<file path="config.mk">
export PLATFORM = sky130hd
export DESIGN_NAME = goldschmidt_prenorm
export DESIGN_NICKNAME = d
export VERILOG_FILES = /design/src/rtl/goldschmidt_prenorm.sv
export SDC_FILE = /design/constraint.sdc
export NUM_CORES = 1
export LEC_CHECK = 0
export CAP_MARGIN = 20
export CORE_AREA = 2 2 105 82
export DETAILED_ROUTE_END_ITERATION = 16
export DIE_AREA = 0 0 107 84
export GPL_ROUTABILITY_DRIVEN = 0
export GPL_TIMING_DRIVEN = 0
export PLACE_DENSITY_LB_ADDON = 0.15
export SETUP_SLACK_MARGIN = 0.05
export SYNTH_ARGS = -nofsm -noshare
export SYNTH_HDL_FRONTEND = slang
export SYNTH_SLANG_ARGS = --single-unit
</file>
<file path="constraint.sdc">
create_clock -name clk -period 4.82 [get_ports clk]
set_input_delay 0.964 -clock clk [delete_from_list [all_inputs] [get_ports clk]]
set_output_delay 0.964 -clock clk [all_outputs]
set_load 0.005 [all_outputs]
</file>
<file path="src/rtl/goldschmidt_prenorm.sv">
// Operand pre-normaliser feeding goldschmidt_div: shifts each operand left
// until bit WIDTH-2 is set, reporting shift counts and zero flags.
module goldschmidt_prenorm #(
    parameter int WIDTH = 30,
    localparam int SW = $clog2(WIDTH)
) (
    input  logic             clk,
    input  logic             reset,
    input  logic             in_valid,
    output logic             in_ready,
    input  logic [WIDTH-2:0] num_in,
    input  logic [WIDTH-2:0] den_in,
    output logic             out_valid,
    input  logic             out_ready,
    output logic [WIDTH-1:0] numerator,
    output logic [WIDTH-1:0] denominator,
    output logic [SW-1:0]    nshift,
    output logic [SW-1:0]    dshift,
    output logic             num_zero,
    output logic             div_zero
);

    typedef enum logic [1:0] {
        IDLE,
        SHIFT,
        DONE
    } state_t;

    state_t state;
    logic   n_done;
    logic   d_done;

    // A zero operand has no leading one to find, so its flag stops it.
    assign n_done = numerator[WIDTH-2] | num_zero;
    assign d_done = denominator[WIDTH-2] | div_zero;

    always_ff @(posedge clk or negedge reset) begin
        if (!reset) begin
            state       <= IDLE;
            in_ready    <= 1'b1;
            out_valid   <= 1'b0;
            numerator   <= '0;
            denominator <= '0;
            nshift      <= '0;
            dshift      <= '0;
            num_zero    <= 1'b0;
            div_zero    <= 1'b0;
        end else begin
            unique case (state)
                IDLE: begin
                    if (in_valid) begin
                        numerator   <= {1'b0, num_in};
                        denominator <= {1'b0, den_in};
                        nshift      <= '0;
                        dshift      <= '0;
                        num_zero    <= (num_in == '0);
                        div_zero    <= (den_in == '0);
                        in_ready    <= 1'b0;
                        state       <= SHIFT;
                    end
                end
                SHIFT: begin
                    if (n_done && d_done) begin
                        out_valid <= 1'b1;
                        state     <= DONE;
                    end else begin
                        if (!n_done) begin
                            numerator <= numerator << 1;
                            nshift    <= nshift + SW'(1);
                        end
                        if (!d_done) begin
                            denominator <= denominator << 1;
                            dshift      <= dshift + SW'(1);
                        end
                    end
                end
                DONE: begin
                    if (out_ready) begin
                        out_valid <= 1'b0;
                        in_ready  <= 1'b1;
                        state     <= IDLE;
                    end
                end
                default: begin
                    out_valid <= 1'b0;
                    in_ready  <= 1'b1;
                    state     <= IDLE;
                end
            endcase
        end
    end

endmodule
</file>
# Word-level counts from Yosys, hierarchy flattened
# Cells that the tools add are included.
# word_totals
reg_bits,76
input_bits,62
elab_cells,59
out_inout_bits,74
# classes
add_sub_neg,2
eq_ne,8
muxes,25
bitwise,4
reduce_logical,11
# op_table
operator,n
$mux W30,6
$pmux W30 S2,2
$logic_not A29 Y1,2
$mux W5,5
$pmux W5 S2,2
$ne A2 B2 Y1 const B,6
$add A5 B1 Y5 const B,2
$reduce_and A3 Y1,3
$reduce_and A4 Y1,2
$mux W2,3
$pmux W1 S3,2
$pmux W2 S3,1
$mux W1,4
$eq A2 B1 Y1 const B,1
$eq A2 B2 Y1 const B,1
$logic_not A2 Y1,1
$not A1 Y1,2
$or A1 B1 Y1,2
$reduce_and A2 Y1,1
$reduce_bool A2 Y1,1
$logic_and A1 B1 Y1,1

# Depth between registers and ports, before layout
# depth
ltp_word,4
depth_mapped,7
ltp_nobuf,4

# Worst setup path after synthesis
# OpenSTA, ideal clock, no wires.
# synth_path
path_kind,input -> register
start,input in_valid
end,register numerator[10]
setup_slack_ns,2.843
stages,5
n_path_buf,2
arrival_ns,1.852
path_cell_list,nor2b_1 -> o21a_1 -> buf_2 -> buf_4 -> mux2_2
# synth_between
elab_chain_len,2
# synth_rtl
item,line,source
from (decl),9,"input logic in_valid,"
$ne A2 B2 Y1 (no source line),-,
$reduce_and A4 Y1 (no source line),-,
to (signal assigned),52,"numerator <= {1'b0, num_in};"
to (signal assigned),68,numerator <= numerator << 1;
to (decl),15,"output logic [WIDTH-1:0] numerator,"
# Every way passes these cells.
# A chain may end at the register's enable or synchronous reset.

# Worst setup path in the final report
# layout_path
start,input in_valid
end,register denominator[28]
# layout_between
elab_chain_len,2
# layout_rtl
item,line,source
$ne A2 B2 Y1 (no source line),-,
$reduce_and A4 Y1 (no source line),-,
to (signal assigned),53,"denominator <= {1'b0, den_in};"
to (signal assigned),72,denominator <= denominator << 1;
to (decl),16,"output logic [WIDTH-1:0] denominator,"
# Every way passes these cells.

==> results.toml <==
[worst_setup_path]
cp_num_buf_inv = 3
max_stage_delay_ns = 0.63
worstSetupPathType = "primary input to flip-flop"
crit_arrival_ns = 2.76
critPathSlowestCell = "nor3b_2"
crit_fanout = 10
start_kind = "primary input"
required_ns = 5.08
end_kind = "flip-flop"
critPathTopFamily = "buffers and inverters"
worstPathCellList = "clkdlybuf4s50_1, nor3b_2, nor2_1, buf_2, buf_6, o21ai_1"

[clocking]
htreeDepth = 3
numCtsBuffers = 9
cts_resized = 0
cts_hold_buf = 0
path_clk_slew_ns = 0.08
post_cts_buffers = 0
cts_tree = "built"
clk_path_buf_depth = 2
clock_latency_ns = 0.34
cts-root-buf = "clkbuf_8"
clkSinkCount = 76

[yosys]
synth_ff_type = "dfrtp_1"
yosysUniqueCellTypes = 43
syn_area_um2 = 3810
async_reset_ff_share_pct = 100
seq_area_frac_synth_pct = 49.9
synth_seq_cells = 76
synth_area_per_cell_um2 = 11.6
yosysTopAreaCellShare_pct = 49.2
ys_top_cells_by_area = "dfrtp_1 (49%), mux2_2 (16%), mux2i_1 (6.8%), nand3_1 (3.4%), o21ai_1 (2.6%)"
synthCells = 328
yosys_warnings = 0
syn_nets = 392
synth_edf_count = 0
yosysTopAreaCell = "dfrtp_1"

[flow_run]
cap_violations = 0

[floorplanning]
start_util_pct = 47.1
io_pins = 136
core_area_um2 = 8090
die-area_um2 = 8990
chipWidth_um = 107
num_rows = 29
die_h_um = 84

[sta]
grt_setup_unrepaired = "no"
max_freq_mhz = 401
skew_ns = 0.00577
finalHoldViolations = 0
final-setup-viol-count = 0
report.final.slew_viol_count = 0
final.setup.tns_ns = 0
tightest_slew_ns = 0.718
fin_crit_ns = 2.49
post-route-period-util_pct = 51.7
slew_headroom_pct = 51.9

[grt]
grt_use_total_pct = 23.3
grt_pass1_vias = 3169
antenna_found_initial = 0
grt_overflow = 0
grt_max_degree = 59
grt_pass1_wl_um = 16500

[placed_design]
portBuffers = 135
dp_hpwl_um = 7360

[detailed_routing]
drt_iter0_drc = 146
avgViaCountPerCell = 5.37
routed_wl_um = 9890
drc = 0
via_count = 3157
ant_nets = 0
wl_per_cell_um = 16.8
first_pass_iters = 4

[power_and_ir_drop]
power_leakage_nw = 2.32
ir_drop_mv = 0.327
powerDensity_nw_per_um2 = 664
fin_total_pwr_mw = 3.70

[cells_and_area]
finish.utilization_pct = 68.9
final_layout_size_suffix_gt1_share_pct = 20.6
layout_common_cells = "clkdlybuf4s50_1 (134), dfrtp_1 (75), mux2_2 (54)"
nets = 539
final_common_cell = "clkdlybuf4s50_1"
syn_to_final_growth_pct = 46.2
antenna_cells = 0

[min_path]
hold_class = "primary input to async pin"

[run_status]
status = "complete, no violations"
## path summary, 6_finish.rpt
path,slack [ns],start,depth (start not counted),to
setup / recovery,2.33,in_valid,6,denominator[28]$_DFFE_PN0P_
hold / removal,0.49,reset,1,numerator[29]$_DFFE_PN0P_
setup reg to reg,2.96,state[1]$_DFFE_PN0P_,6,denominator[28]$_DFFE_PN0P_
hold reg to reg,0.51,denominator[29]$_DFFE_PN0P_,1,denominator[29]$_DFFE_PN0P_
max in group asynchronous,3.76,reset,2,div_zero$_DFFE_PN0P_
min in group clk,0.51,denominator[29]$_DFFE_PN0P_,1,denominator[29]$_DFFE_PN0P_
## metal layers
| metal | GRT usage (%) | share of wire [%] |
|---|---|---|
| met3 | 6.09 | 4.0 |
| met5 | 0 | 0 |
| met4 | 4.37 | 0.74 |
| met2 | 34.5 | 45 |
| met1 | 34.9 | 50 |
## metrics by stage
stage / area, µm² / setup slack [ns] / std cells / hold WS [ns]
after floorplan: 3810 / 2.84 / 328 / 0.488
after global placement: 5300 / 0.0207 / 571 / 0.480
after detailed placement: 5320 / 1.98 / 572 / 0.501
after CTS: 5570 / 2.35 / 588 / 0.486
after global routing: 5570 / 2.18 / 588 / 0.488
final: 5570 / 2.33 / 588 / 0.495
## synth_stat cells (5+ instances only)
master	n
a21oi_1	7
buf_2	9
buf_4	5
dfrtp_1	75
inv_1	8
mux2_2	54
mux2i_1	26
nand2_1	7
nand3_1	26
nand4_1	8
nor2_1	9
nor4_1	12
o21ai_0	10
o21ai_1	20
## flip-flops by register name, indices dropped and copies added, names as in the netlist
register,cells
denominator,30
numerator,30
dshift,5
nshift,5
state,2
div_zero,1
in_ready,1
num_zero,1
out_valid,1
## power by group
part           leakage (nW)  internal [mW]  switching, mW
Clock                 0.122          0.358          0.240
Sequential            0.938          0.932          0.246
Combinational          1.26           1.15          0.773
## layout make-up
| type | instances | area [µm²] |
|---|---|---|
| Tap cell | 108 | 135 |
| Timing Repair Buffer | 136 | 1380 |
| Sequential cell | 76 | 1900 |
| Inverter | 8 | 30.0 |
| Multi-Input combinational cell | 222 | 1740 |
| Clock buffer | 10 | 138 |
| Buffer | 22 | 143 |
| Clock inverter | 6 | 111 |
| Fill cell | 611 | 2520 |
## worst register-to-register path: cells and delay by family (launching register included)
family | cells | cell delay [ns]
flops | 1 | 0.42
compound gates | 1 | 0.14
buf+inv | 3 | 0.54
simple gates | 2 | 0.70
## cell families after synthesis
group                      count (synthesis)  share of synthesized area [%]
muxes                                     82                           23.4
and+or+nand+nor                           82                           12.6
DFF                                       76                           49.9
AOI/OAI and AO/OA                         56                           8.96
buffers and inverters                     30                           4.53
adders and majority gates                  2                          0.656
Note: power is estimated with default switching activity, not from simulation.
